**src/rtl/regfile_writeback.sv**
```systemverilog
// Write-back front end for the integer register file: arbitrates ALU and load results
// into a small in-order buffer, drains one entry per cycle and forwards pending values.
module regfile_writeback #(
    parameter int XLEN  = 32,
    parameter int AW    = 5,
    parameter int DEPTH = 4
) (
    input  logic                       clk,
    input  logic                       rst,
    input  logic                       alu_valid,
    input  logic [AW-1:0]              alu_rd,
    input  logic [XLEN-1:0]            alu_data,
    output logic                       alu_ready,
    input  logic                       mem_valid,
    input  logic [AW-1:0]              mem_rd,
    input  logic [XLEN-1:0]            mem_data,
    output logic                       mem_ready,
    input  logic                       rf_stall,
    output logic                       rf_we,
    output logic [AW-1:0]              rf_rd,
    output logic [XLEN-1:0]            rf_wd,
    input  logic [AW-1:0]              byp_rs1,
    input  logic [AW-1:0]              byp_rs2,
    output logic                       byp_hit1,
    output logic [XLEN-1:0]            byp_data1,
    output logic                       byp_hit2,
    output logic [XLEN-1:0]            byp_data2,
    output logic [$clog2(DEPTH+1)-1:0] count
);
    localparam int PW = $clog2(DEPTH);
    localparam int CW = $clog2(DEPTH+1);

    typedef enum logic {RR_ALU = 1'b0, RR_MEM = 1'b1} rr_e;

    logic [AW-1:0]   buf_rd_q   [DEPTH];
    logic [XLEN-1:0] buf_data_q [DEPTH];
    logic [PW-1:0]   wr_ptr_q, wr_ptr_d;
    logic [PW-1:0]   rd_ptr_q, rd_ptr_d;
    logic [CW-1:0]   count_q, count_d;
    rr_e             rr_q, rr_d;

    logic            empty, pop, push, space;
    logic            grant_alu, grant_mem;
    logic [AW-1:0]   enq_rd;
    logic [XLEN-1:0] enq_data;

    // Scans oldest to youngest so a later match overrides an earlier one.
    function automatic logic [XLEN:0] lookup(input logic [AW-1:0] rs);
        logic [XLEN:0] res;
        logic [PW-1:0] idx;
        res = '0;
        for (int i = 0; i < DEPTH; i++) begin
            idx = rd_ptr_q + PW'(i);
            if (CW'(i) < count_q && rs != '0 && buf_rd_q[idx] == rs)
                res = {1'b1, buf_data_q[idx]};
        end
        return res;
    endfunction

    always_comb begin
        empty = (count_q == '0);
        rf_we = !empty && !rf_stall;
        rf_rd = empty ? '0 : buf_rd_q[rd_ptr_q];
        rf_wd = empty ? '0 : buf_data_q[rd_ptr_q];
        pop   = rf_we;

        // Gating with rst keeps producers from seeing an acknowledge while held in reset.
        space     = rst && ((count_q < CW'(DEPTH)) || pop);
        grant_alu = space && alu_valid && (!mem_valid || rr_q == RR_ALU);
        grant_mem = space && mem_valid && (!alu_valid || rr_q == RR_MEM);
        alu_ready = grant_alu;
        mem_ready = grant_mem;

        enq_rd   = grant_mem ? mem_rd : alu_rd;
        enq_data = grant_mem ? mem_data : alu_data;
        push     = (grant_alu || grant_mem) && enq_rd != '0;

        rr_d = rr_q;
        if (space && alu_valid && mem_valid)
            rr_d = (rr_q == RR_ALU) ? RR_MEM : RR_ALU;

        wr_ptr_d = wr_ptr_q + PW'(push);
        rd_ptr_d = rd_ptr_q + PW'(pop);
        count_d  = count_q + CW'(push) - CW'(pop);

        {byp_hit1, byp_data1} = lookup(byp_rs1);
        {byp_hit2, byp_data2} = lookup(byp_rs2);
        count = count_q;
    end

    // NOTE: sequential state uses non-blocking assignments so every flop samples pre-edge values.
    always_ff @(posedge clk or negedge rst) begin
        if (!rst) begin
            wr_ptr_q <= '0;
            rd_ptr_q <= '0;
            count_q  <= '0;
            rr_q     <= RR_ALU;
        end else begin
            wr_ptr_q <= wr_ptr_d;
            rd_ptr_q <= rd_ptr_d;
            count_q  <= count_d;
            rr_q     <= rr_d;
        end
    end

    // NOTE: buffer storage is not reset; every read is qualified by count_q, so stale contents are never observed.
    always_ff @(posedge clk) begin
        if (push) begin
            buf_rd_q[wr_ptr_q]   <= enq_rd;
            buf_data_q[wr_ptr_q] <= enq_data;
        end
    end
endmodule

```
**config.mk**
```make
export PLATFORM = sky130hd
export DESIGN_NAME = regfile_writeback
export DESIGN_NICKNAME = d
export VERILOG_FILES = /design/src/rtl/regfile_writeback.sv
export SDC_FILE = /design/constraint.sdc
export NUM_CORES = 1
export LEC_CHECK = 0
export CORE_UTILIZATION = 50
export DETAILED_ROUTE_END_ITERATION = 10
export PLACE_DENSITY = 0.85
export SYNTH_ARGS = -nofsm -noshare
export SYNTH_HDL_FRONTEND = slang
export SYNTH_SLANG_ARGS = --single-unit
```
**constraint.sdc**
```tcl
create_clock -name clk -period 5.4 [get_ports clk]
set_input_delay 0.54 -clock clk [delete_from_list [all_inputs] [get_ports clk]]
set_output_delay 0.54 -clock clk [all_outputs]
set_load 0.01 [all_outputs]
```
=== After elaboration in Yosys (flattened, before gate mapping) ===
Memory sizes are Yosys's and may differ from the RTL's.
Index checks and enable logic that the tools add are counted.

* Memories kept: 2
* RAM bits: 148
* Output and inout bits: 109
* Logic and storage cells: 78
* Input bits: 89
* Flip-flop bits (word level): 8

{| class="wikitable"
|+ Memory list
! memory !! depth !! bits a word !! rd ports !! clocked after memory_dff !! wr ports !! RTL line !! source
|-
| buf_data_q || 4 || 32 || 4 || 0 || 1 || 36 || <nowiki>logic [XLEN-1:0] buf_data_q [DEPTH];</nowiki>
|-
| buf_rd_q || 4 || 5 || 4 || 0 || 1 || 35 || <nowiki>logic [AW-1:0] buf_rd_q [DEPTH];</nowiki>
|}

* Bitwise logic cells: 1
* $lt $le $gt $ge: 5
* Reduce and logical (&&, ||, !) cells: 36
* Equality and inequality tests: 8
* Muxes and demuxes: 15
* Add/sub/neg operators: 7

{| class="wikitable"
|+ Operator list
! cell !! number
|-
| two-way mux 33 bit || 8
|-
| two-way mux 32 bit || 2
|-
| == test 5 bit || 8
|-
| logical AND 1 bit || 24
|-
| nonzero test 5 bit || 3
|-
| two-way mux 5 bit || 2
|-
| less-than comparator 1 x 3 -> 1 bit (first input constant) || 2
|-
| less-than comparator 2 x 3 -> 1 bit (first input constant) || 2
|-
| adder 2 x 1 -> 2 bit || 2
|-
| adder 2 bit (second input constant) || 2
|-
| logical NOT 1 bit || 4
|-
| logical OR 1 bit || 4
|-
| adder 3 x 1 -> 3 bit || 1
|-
| logical NOT 3 bit || 1
|-
| less-than comparator 3 bit (second input constant) || 1
|-
| two-way mux 1 bit || 3
|-
| subtractor 3 x 1 -> 3 bit || 1
|-
| adder 2 x 1 -> 2 bit (second input constant) || 1
|-
| NOT 1 bit || 1
|}

=== Longest topological paths before layout ===
Gate-level depths: netlist (run 1).

* Word-level depth: 12
* Mapped depth: 11
* Gate-level depth less buffers: 11

=== Worst setup path before layout (run 1) ===
OpenSTA, ideal clock, no wires.

* Path type: input to register
* From: in rst
* To: mem buf_data_q[0][0] (enable)
* Arrival time: 4.317 ns
* Cell stages on the path: 7
* Required time: 4.923 ns
* Library setup time: 0.477 ns
* Buffers on the path: 0
* Slack: 0.606 ns
* Path through: a21boi_0 > nand3_1 > clkinv_1 > mux2_2 > nor4_1 > o2bb2ai_1 > nor3_1

* Longest elaborated chain between the ends: 8

{| class="wikitable"
|+ RTL lines
! what !! RTL line !! source
|-
| start: declaration || 9 || <nowiki>input logic rst,</nowiki>
|-
| logical AND 1 bit || 68 || <nowiki>space = rst && ((count_q < CW'(DEPTH)) || pop);</nowiki>
|-
| logical AND 1 bit (2 in a row) || 70 || <nowiki>grant_mem = space && mem_valid && (!alu_valid || rr_q == RR_MEM);</nowiki>
|-
| two-way mux 5 bit || 74 || <nowiki>enq_rd = grant_mem ? mem_rd : alu_rd;</nowiki>
|-
| via enq_rd[0] || 44 || <nowiki>logic [AW-1:0] enq_rd;</nowiki>
|-
| nonzero test 5 bit || 76 || <nowiki>push = (grant_alu || grant_mem) && enq_rd != '0;</nowiki>
|-
| logical AND 1 bit || 76 ||
|-
| two-way mux 1 bit || 108 || <nowiki>if (push) begin</nowiki>
|-
| two-way mux 1 bit (implied by the code) || 110 || <nowiki>buf_data_q[wr_ptr_q] <= enq_data;</nowiki>
|-
| end: declaration || 36 ||
|}

The timed path passes the listed nets, and every way through them passes these cells.

=== Final worst setup path (run 1) ===
* From: reg rd_ptr_q[1]
* To: out byp_data2[25]

* Longest elaborated chain between the ends: 7

{| class="wikitable"
|+ RTL lines
! what !! RTL line !! source
|-
| start: declaration || 38 || <nowiki>logic [PW-1:0] rd_ptr_q, rd_ptr_d;</nowiki>
|-
| start signal: assignment || 100 || <nowiki>rd_ptr_q <= rd_ptr_d;</nowiki>
|-
| adder 2 x 1 -> 2 bit / memory (4 x 5 bit) (equally long branches) || - ||
|-
| memory (4 x 5 bit) / == test 5 bit (equally long branches) || - ||
|-
| == test 5 bit / logical AND 1 bit (equally long branches) || 54 || <nowiki>if (CW'(i) < count_q && rs != '0 && buf_rd_q[idx] == rs)</nowiki>
|-
| logical AND 1 bit / two-way mux 33 bit (equally long branches) || 54 ||
|-
| two-way mux 33 bit (2 in a row) || 54 ||
|-
| two-way mux 33 bit * || 54 ||
|-
| end: declaration || 27 || <nowiki>output logic [XLEN-1:0] byp_data2,</nowiki>
|}

Mark *: on every way between the ends. The rest lies on a longest branch, timed or not.

==> results of run 1 <==
registers in the layout, summed over array words and instances, names as in the netlist:
| register | cells |
|---|---|
| buf_data_q | 128 |
| buf_rd_q | 20 |
| rr_q | 1 |
| wr_ptr_q | 2 |
| count | 3 |
| rd_ptr_q | 2 |
synth_stat cells (all sizes together), types with 2 or more instances:
| cell | instances |
|---|---|
| nor3 | 54 |
| ha | 6 |
| a22oi | 2 |
| a21oi | 34 |
| o211ai | 2 |
| nand4 | 2 |
| a21boi | 2 |
| nand3 | 7 |
| and3 | 2 |
| mux2i | 118 |
| o21a | 32 |
| mux2 | 68 |
| o211a | 2 |
| or3 | 30 |
| and2 | 5 |
| a311oi | 29 |
| nor2 | 45 |
| o22ai | 34 |
| nor4 | 2 |
| xnor2 | 27 |
| buf | 39 |
| dfrtp | 8 |
| mux4 | 18 |
| edfxtp | 148 |
| xor2 | 17 |
| inv | 12 |
| a21o | 2 |
| or4 | 2 |
| nor2b | 33 |
| a21bo | 29 |
| o221ai | 30 |
| o2111ai | 2 |
| clkbuf | 76 |
| a211oi | 13 |
| clkinv | 2 |
| o21ai | 94 |
| nand2 | 197 |
worst min-delay path by stage:
| stage | start | end | slack (ns) | cells after the start |
|---|---|---|---|---|
| 2_1_floorplan | rst | count[0]$_DFF_PN0_ | 0.24 | 0 |
| 3_3_place_gp | rr_q$_DFFE_PN0P_ | rr_q$_DFFE_PN0P_ | 0.48 | 1 |
| 3_5_place_dp | rr_q$_DFFE_PN0P_ | rr_q$_DFFE_PN0P_ | 0.49 | 1 |
| 4_1_cts | rst | rr_q$_DFFE_PN0P_ | 0.37 | 1 |
| 5_1_grt | rst | rr_q$_DFFE_PN0P_ | 0.39 | 1 |
| 6_report | rst | rr_q$_DFFE_PN0P_ | 0.38 | 1 |
routing by layer:
metal / routed length [um] / share of wire (%) / vias up
met2: 17030 / 47 / 744
met1: 13630 / 38 / 5089
met4: 1295 / 3.6 / 0
li1: - / - / 4861
met3: 3925 / 11 / 117
met5: 0 / 0 / -
power breakdown:
part / leakage, nW / internal, mW / switching [mW]
clock: 0.281 / 0.652 / 0.529
combinational: 3.80 / 2.20 / 2.81
sequential: 1.44 / 1.57 / 0.218
critical path: cells and delay by family (launching register included):
kind / cells / cell delay [ns]
compound gates: 2 / 1.28
buf+inv: 2 / 1.10
flops: 1 / 0.75
mux: 2 / 0.66
xor+xnor: 1 / 0.18
simple gates: 1 / 0.12
placed cells by master, fill, tap and decap left out, types with 29 or more instances in the layout:
| cell type | netlist | layout |
|---|---|---|
| clkdlybuf4s50_1 | 0 | 197 |
| edfxtp_1 | 148 | 148 |
| o221ai_1 | 30 | 29 |
| or3_1 | 30 | 30 |
| a21oi_1 | 34 | 34 |
| nand2_1 | 197 | 197 |
| nor2_1 | 45 | 44 |
| o21a_1 | 32 | 32 |
| a311oi_1 | 29 | 29 |
| mux2i_1 | 118 | 118 |
| a21bo_2 | 29 | 29 |
| nor2b_1 | 33 | 33 |
| mux2_2 | 68 | 68 |
| nor3_1 | 54 | 49 |
| o22ai_1 | 34 | 34 |
| o21ai_0 | 93 | 93 |
through the flow:
stage / area (um2) / worst slack, ns
6_report: 14600 / 0.2689
5_1_grt: 14600 / 0.09231
4_1_cts: 14600 / 0.3182
3_5_place_dp: 14010 / 0.8244
3_3_place_gp: 14010 / 0.8698
2_1_floorplan: 11860 / 0.6059
cells by family after synthesis:
kind of cell	synth area share [%]
AND/OR/NAND/NOR	14.37
AO/OA/AOI/OAI	17.84
multiplexers	19.84
flip-flops	39.17
buffers and inverters	4.717
XOR/XNOR	3.250
adder cells (fa/ha/maj)	0.8020
area by class of cell:
class / count / area (um2) / share of cell area (%)
clock inverters: 15 / 156.4 / 1.072
flip-flops and latches: 156 / 4652 / 31.87
clock buffers: 17 / 425.4 / 2.915
multi-input cells: 945 / 6720 / 46.04
well taps: 313 / 391.6 / 2.683
repair buffers: 225 / 2195 / 15.04
inverters: 14 / 55.05 / 0.3772
==> reports/summary.txt, run 1 <==
Fin. max-slew vios = 0
Drt initial violations = 1376
Max VDD drop = 0.0003970 V
Core Area = 0.02292 mm2
CTS root buffer = clkbuf_16
YS warnings = 0
Max-cap viol count = 0
Total grt overflow = 0
Postcts setup bufs = 0
Area grow syn2layout = 23.10%
Part of the Yosys area used for sequential elements = 39.17%
Unrepaired setup endpoints after global routing = no
Grt peak-use layer = met2
Post-synth EDFFs = 148
Hold Slack = 0.3751 ns
CTS tree = built
Top_reg_cell synth = edfxtp_1
Initial antenna violation count = 0
R2R Path Start = count[2]$_DFF_PN0_
Post-synth cell types = 47
Syn Area/Cell = 9.639 um2
Full die area = 0.02433 mm2
Slowest CP cell = o221ai_4
First-pass GRT wire length = 54990 um
GPL Wtd Cong = 0.9765
Total design power = 7.984 mW
CTS Hold Bufs = 0
Worst Setup EP = byp_data2[25]
Die Ht = 156.0 um
PD cells = 547.1 mW/mm2
Register-to-Register Path Depth = 9
CP peak stage delay = 0.88 ns
GRT Total Usage = 29.30%
Static leakage = 5.518 nW
Met1 usage = 37.36%
Finished Core Util = 63.69%
GR Util met2 = 48.13%
Vias = 10.81k
Starting Density = 51.74%
Crit path time final = 5.131 ns
Fmax = 194.9 MHz
Placed Cells = 1653
ANT cells = 0
Clk buf depth = 2
Layout cell share with drive strength beyond 1 = 13.70%
Startpoint Class = flop
Post-DP HPWL = 23740 um
Largest net degree at the start of global routing = 124
CTS clk-pin slew, worst paths = 0.07 ns
GRT met3 Usage = 5.111%
Synthesized cell area = 0.01186 mm2
Worst setup EP type = primary output
Final nets = 1455
Vias in the first global route = 10.30k
Fillers = 1820
Crit Path Max Fanout = 34
Setup CP Type = reg -> out
Worst-Skew Late Latency = 0.44 ns
Ranking of synthesized cells by area = edfxtp_1 37%, mux2i_1 10%, mux2_2 6.5%
Max-Slew Margin vs Limit = 19.22%
Tightest Hold Check Type = in -> async
Die width = 156.0 um
IO Count = 198
RR Endpoint = buf_data_q[0][18]$_DFFE_PP_
Flop2flop setup slack = 1.51 ns
Worst setup path start = rd_ptr_q[1]$_DFF_PN0_
Cell taking the most area after synthesis = edfxtp_1
Hold Fails Final Rpt = 0
#FFs+latches synth = 156
WP data arrival = 4.59 ns
H-tree lvl count = 4
Non-Filler Instances = 1685
Cell row count = 55
Cts bufs inserted = 17
CP Data Required Time = 4.86 ns
Fin crit share = 95.02%
Top-area cell type share of the netlist area = 37.48%
Fraction of registers with async set or reset after synthesis = 5.128%
Routed wire per std cell = 21.29 um
Status = completed
Post-route setup TNS = 0 ns
Gate Count Post-Synth = 1230
Post-route ant nets = 0
Clock sinks = 156
Least-Margin Pin Slew = 1.212 ns
Post-Syn Nets = 1326
Crit-path cells = buf_4 > mux2i_1 > xor2_1 > nand4_1 > mux2_2 > o221ai_4 > o221ai_1 > clkdlybuf4s50_1
Routed vias/inst = 6.416
Final setup viols = 0
DRC = 0
Detailed Routing Iterations Pass 1 = 6
Final wirelength = 35880 um
Clk_skew = 0.004695 ns
IO buf count = 197
PostCTS Resize Cnt = 0
Note: power is estimated with default switching activity, not from simulation.
==> inputs of run 2 (changes only) <==
--- a/config.mk
+++ b/config.mk
@@ -6,7 +6,9 @@
 export NUM_CORES = 1
 export LEC_CHECK = 0
 export CORE_UTILIZATION = 50
+export CTS_CLUSTER_DIAMETER = 50
 export DETAILED_ROUTE_END_ITERATION = 10
+export GPL_ROUTABILITY_DRIVEN = 0
 export PLACE_DENSITY = 0.85
 export SYNTH_ARGS = -nofsm -noshare
 export SYNTH_HDL_FRONTEND = slang
==> reports/summary.txt, run 2 (synthesized netlist as in run 1, its figures left out) <==
Status = completed
Die Ht = 156.0 um (unchanged)
Place WS = 0.8680 ns (+0.04362 ns)
ANT cells = 0 (unchanged)
Sequential cell area = 0.004652 mm2 (unchanged)
Vias in the first global route = 10.70k (+3.8%)
CTS clk-pin slew, worst paths = 0.06 ns (about the same)
Postcts setup bufs = 0 (unchanged)
Fin crit share = 94.18% (-0.84 points)
Max VDD drop = 0.0003741 V (-5.8%)
Cell row count = 55 (unchanged)
Static leakage = 5.515 nW (about the same)
CP Data Required Time = 4.86 ns (about the same)
Unrepaired setup endpoints after global routing = no
Crit path time final = 5.086 ns (-0.04554 ns)
CP peak stage delay = 0.75 ns (-0.13 ns)
Full die area = 0.02433 mm2 (unchanged)
Worst setup EP type = primary output
Fillers = 1782 (-2.1%)
Cts bufs inserted = 17 (unchanged)
Area grow syn2layout = 23.05% (about the same)
Final setup viols = 0 (unchanged)
Most frequent cells in the layout = 197 x nand2_1, 197 x clkdlybuf4s50_1, 148 x edfxtp_1
Final nets = 1453 (-0.14%)
GRT Total Usage = 29.91% (+0.61 points)
CTS tree = built
Seq pwr share = 22.1% (-0.3 points)
Max FFs per register = 128 (unchanged)
Least-Margin Pin Slew = 1.134 ns (-0.07796 ns)
Routed vias/inst = 6.407 (-0.14%)
Max-cap viol count = 0 (unchanged)
Clk_skew = 0.007624 ns (+0.002929 ns)
WP data arrival = 4.55 ns (-0.04 ns)
Starting Density = 51.74% (unchanged)
Clock share of power = 14.9% (about the same)
IO buf count = 197 (unchanged)
Total design power = 8.065 mW (+1.0%)
Routed wire per std cell = 21.71 um (+1.9%)
Fmax = 196.6 MHz (+0.90%)
Post-route setup TNS = 0 ns (unchanged)
Clk buf depth = 2 (unchanged)
Die width = 156.0 um (unchanged)
Detailed Routing Iterations Pass 1 = 6 (unchanged)
CTS Hold Bufs = 0 (unchanged)
Hold Slack = 0.4273 ns (+0.05216 ns)
Slowest CP cell = dfrtp_4
Crit path max-delay family = compound AO/OA/AOI/OAI gates
Clock sinks = 156 (unchanged)
Startpoint Class = flop
Psw = 3.604 mW (+1.3%)
Largest net degree at the start of global routing = 102 (-18%)
Max-Slew Margin vs Limit = 24.42% (+5.2 points)
Largest reg by FF count = buf_data_q
Tightest Hold Check Type = in -> async
Layout cell share with drive strength beyond 1 = 13.65% (-0.053 points)
Final worst slack = 0.3145 ns (+0.04554 ns)
PD cells = 552.8 mW/mm2 (+1.0%)
Sw Ratio = 44.68% (+0.12 points)
Crit-path cells = buf_4 > mux2i_1 > xnor2_1 > or3_1 > a21oi_1 > o221ai_4 > o221ai_1 > clkdlybuf4s50_1
Crit Path Max Fanout = 46 (+35%)
Setup CP Type = reg -> out
Final wirelength = 36540 um (+1.8%)
Post-DP HPWL = 23510 um (-0.97%)
Hold Fails Final Rpt = 0 (unchanged)
DRC = 0 (unchanged)
Combinational Power Share = 63.0% (+0.2 points)
Area of the multi-input gates = 0.006720 mm2 (unchanged)
Initial antenna violation count = 0 (unchanged)
Core Area = 0.02292 mm2 (unchanged)
First-pass GRT wire length = 56320 um (+2.4%)
Int Pwr = 4.461 mW (+0.79%)
Drt initial violations = 1248 (-9.3%)
Vias = 10.78k (-0.26%)
Worst Path Buf+Inv = 2 (unchanged)
Post-route ant nets = 0 (unchanged)
IO Count = 198 (unchanged)
Total grt overflow = 0 (unchanged)
Worst-Skew Late Latency = 0.42 ns (-0.02 ns)
PostCTS Resize Cnt = 0 (unchanged)
H-tree lvl count = 4 (unchanged)
Fin. max-slew vios = 0 (unchanged)
CTS root buffer = clkbuf_16
run 2: cell types whose count changed in the layout (fill, tap and decap cells not counted):
cell	previous run	this run
clkinv_2	1	3
clkinv_4	1	3
inv_8	3	2
bufinv_16	1	2
inv_6	5	3
clkinv_8	1	0
buf_4	27	25
clkinv_1	2	1
run 2: worst paths after layout:
path                            slack (ns)                     to                  start  cells after the start
min in group clk                      0.50       rr_q$_DFFE_PN0P_       rr_q$_DFFE_PN0P_                      1
max in group asynchronous             4.63  rd_ptr_q[1]$_DFF_PN0_                    rst                      1
worst max register to register        1.81     count[1]$_DFF_PN0_     count[2]$_DFF_PN0_                     10
worst min-delay path                  0.43       rr_q$_DFFE_PN0P_                    rst                      1
worst min register to register        0.50       rr_q$_DFFE_PN0P_       rr_q$_DFFE_PN0P_                      1
worst max-delay path                  0.31          byp_data2[31]  rd_ptr_q[1]$_DFF_PN0_                      8
run 2: routing by layer:
| metal | vias up | wire, um | GRT usage [%] |
|---|---|---|---|
| li1 | 4845 | - | - |
| met1 | 5092 | 13870 | 36.73 |
| met2 | 711 | 17250 | 49.06 |
| met3 | 135 | 3928 | 6.694 |
| met4 | 0 | 1488 | 15.83 |
| met5 | - | 0 | 0 |
run 2: through the flow:
step | utilization, % | std cells | cell area [um2]
floorplan | - | 1230 | 11860
global placement | 61.09 | 1651 | 14000
detailed placement | 61.09 | 1651 | 14000
CTS | 63.66 | 1683 | 14590
global route | 63.66 | 1683 | 14590
finish | 63.66 | 1683 | 14590
run 2: area by class of cell:
type                       instances  share of cell area [%]
multi-input combinational        945                   46.06
sequential                       156                   31.89
timing repair buffer             223                   14.94
clock buffer                      17                   2.916
tap                              313                   2.684
clock inverter                    15                   1.132
inverter                          14                  0.3774
run 2: power by group through the flow:
| stage | Sequential, mW | Clock, mW | Combinational (mW) |
|---|---|---|---|
| finish | 1.78 | 1.20 | 5.08 |
| global route | 1.81 | 1.26 | 5.41 |
| CTS | 1.78 | 1.21 | 4.97 |
| detailed placement | 1.80 | 0 | 4.92 |
| global placement | 1.78 | 0 | 4.83 |
| floorplan | 1.68 | 0 | 3.30 |
==> inputs of run 3 (changes only) <==
--- a/config.mk
+++ b/config.mk
@@ -5,6 +5,7 @@
 export SDC_FILE = /design/constraint.sdc
 export NUM_CORES = 1
 export LEC_CHECK = 0
+export CORE_ASPECT_RATIO = 1.75
 export CORE_UTILIZATION = 50
 export CTS_CLUSTER_DIAMETER = 50
 export DETAILED_ROUTE_END_ITERATION = 10
==> reports/summary.txt, run 3 (synthesized netlist as in run 1, its figures left out) <==
Clk buf depth = 2 (unchanged)
R2R Path Start = count[2]$_DFF_PN0_
WP data arrival = 4.45 ns (-0.10 ns)
Max-Slew Margin vs Limit = 29.21% (+4.8 points)
Max-cap viol count = 0 (unchanged)
Core Area = 0.02333 mm2 (+1.8%)
CTS root buffer = clkbuf_16
ANT cells = 0 (unchanged)
Final nets = 1453 (unchanged)
Max VDD drop = 0.0004599 V (+23%)
Startpoint Class = flop
Largest net degree at the start of global routing = 131 (+28%)
Full die area = 0.02436 mm2 (about the same)
Tightest Hold Check Type = in -> async
Worst setup EP type = primary output
Post-route ant nets = 0 (unchanged)
Die Ht = 205.7 um (+32%)
PD cells = 552.0 mW/mm2 (-0.14%)
Cell Area, Placed = 0.01400 mm2 (unchanged)
Vias in the first global route = 10.74k (+0.40%)
Int Pwr = 4.508 mW (+1.1%)
GRT Total Usage = 30.08% (+0.17 points)
Clock share of power = 15.0% (about the same)
Vias = 10.76k (-0.26%)
Routed vias/inst = 6.425 (+0.28%)
Area grow syn2layout = 23.09% (about the same)
Fin crit share = 92.38% (-1.8 points)
Clock sinks = 156 (unchanged)
Drt initial violations = 1033 (-17%)
CTS Hold Bufs = 0 (unchanged)
H-tree lvl count = 4 (unchanged)
CTS tree = built
Place WS = 0.8664 ns (-0.001560 ns)
Hold Fails Final Rpt = 0 (unchanged)
Slowest CP cell = dfrtp_4
Combinational Power Share = 62.9% (about the same)
Fin. max-slew vios = 0 (unchanged)
Detailed Routing Iterations Pass 1 = 7 (+1)
Initial antenna violation count = 0 (unchanged)
CP peak stage delay = 0.69 ns (-0.06 ns)
Clk_skew = 0.008947 ns (+0.001323 ns)
Total design power = 8.056 mW (-0.11%)
Total grt overflow = 0 (unchanged)
CP Data Required Time = 4.86 ns (about the same)
Max FFs per register = 128 (unchanged)
Seq pwr share = 22.1% (about the same)
Post-route setup TNS = 0 ns (unchanged)
CTS clk-pin slew, worst paths = 0.06 ns (about the same)
Die width = 118.4 um (-24%)
Starting Density = 50.82% (-0.92 points)
Most frequent cells in the layout = 197 x nand2_1, 197 x clkdlybuf4s50_1, 148 x edfxtp_1
Least-Margin Pin Slew = 1.056 ns (-0.07762 ns)
Final wirelength = 36620 um (+0.24%)
Fmax = 200.5 MHz (+1.9%)
DRC = 0 (unchanged)
IO buf count = 197 (unchanged)
PostCTS Resize Cnt = 0 (unchanged)
RR Endpoint = buf_data_q[0][7]$_DFFE_PP_
Cell row count = 74 (+35%)
Crit Path Max Fanout = 33 (-28%)
First-pass GRT wire length = 56030 um (-0.50%)
Flop2flop setup slack = 1.63 ns (-0.18 ns)
Worst-Skew Late Latency = 0.42 ns (about the same)
Final setup viols = 0 (unchanged)
Psw = 3.548 mW (-1.5%)
Layout cell share with drive strength beyond 1 = 13.36% (-0.29 points)
Status = completed
Final worst slack = 0.4116 ns (+0.09719 ns)
Routed wire per std cell = 21.88 um (+0.77%)
Sw Ratio = 44.04% (-0.65 points)
Static leakage = 5.517 nW (about the same)
Fillers = 1868 (+4.8%)
Unrepaired setup endpoints after global routing = no
Area of the multi-input gates = 0.006719 mm2 (about the same)
Post-route cell area = 0.01459 mm2 (about the same)
Sequential cell area = 0.004652 mm2 (unchanged)
IO Count = 198 (unchanged)
Register-to-Register Path Depth = 7 (-3)
Crit path time final = 4.988 ns (-0.09719 ns)
Post-DP HPWL = 24480 um (+4.1%)
Cts bufs inserted = 17 (unchanged)
Setup CP Type = reg -> out
Postcts setup bufs = 0 (unchanged)
Largest reg by FF count = buf_data_q
Crit-path cells = mux4_2 > xor2_1 > or4_1 > buf_4 > or2_1 > buf_12 > a311oi_1 > o22ai_1 > clkdlybuf4s50_1
[run 3: layout make-up]
class	instances	share of cell area [%]
flip-flops and latches	156	31.88
repair buffers	223	15.02
clock buffers	19	2.966
clock inverters	13	1.115
well taps	304	2.606
inverters	14	0.3772
multi-input cells	945	46.04
[run 3: worst max-delay path by stage]
stage                                      from                          to  slack, ns
after floorplan                             rst  buf_data_q[0][0]$_DFFE_PP_       0.61
after global placement               byp_rs1[0]               byp_data1[12]       0.88
after detailed placement  rd_ptr_q[0]$_DFF_PN0_                byp_data1[5]       0.87
after CTS                 rd_ptr_q[0]$_DFF_PN0_               byp_data1[12]       0.46
after global routing      rd_ptr_q[0]$_DFF_PN0_               byp_data1[12]       0.20
final                     rd_ptr_q[0]$_DFF_PN0_                byp_data1[5]       0.41
[run 3: critical path, delay by kind of cell, from the launching register on]
kind	cells	cell delay, ns
AOI/OAI and AO/OA	2	0.53
xor gates and xnor gates	1	0.20
buffers and inverters	3	1.05
DFF	1	0.69
muxes	1	0.60
and+or+nand+nor	2	0.92
[run 3: per-stage QoR]
| step | std cells | hold slack [ns] | utilization (%) |
|---|---|---|---|
| finish | 1674 | 0.4132 | 62.55 |
| global route | 1674 | 0.4347 | 62.55 |
| CTS | 1674 | 0.4174 | 62.55 |
| detailed placement | 1642 | 0.5077 | 60.00 |
| global placement | 1642 | 0.4755 | 60.00 |
| floorplan | 1230 | 0.2444 | - |
[run 3: power by group through the flow]
stage	sequential [mW]	clock (mW)	combinational, mW
after global placement	1.78	0	4.82
final	1.78	1.21	5.07
after CTS	1.78	1.21	4.97
after floorplan	1.68	0	3.30
after global routing	1.81	1.26	5.40
after detailed placement	1.80	0	4.93
[run 3: metal layers]
metal / share of wire, % / GRT usage [%]
met4: 6.1 / 20.30
met5: 0 / 0
met1: 35 / 31.47
met3: 6.7 / 4.933
met2: 53 / 55.11
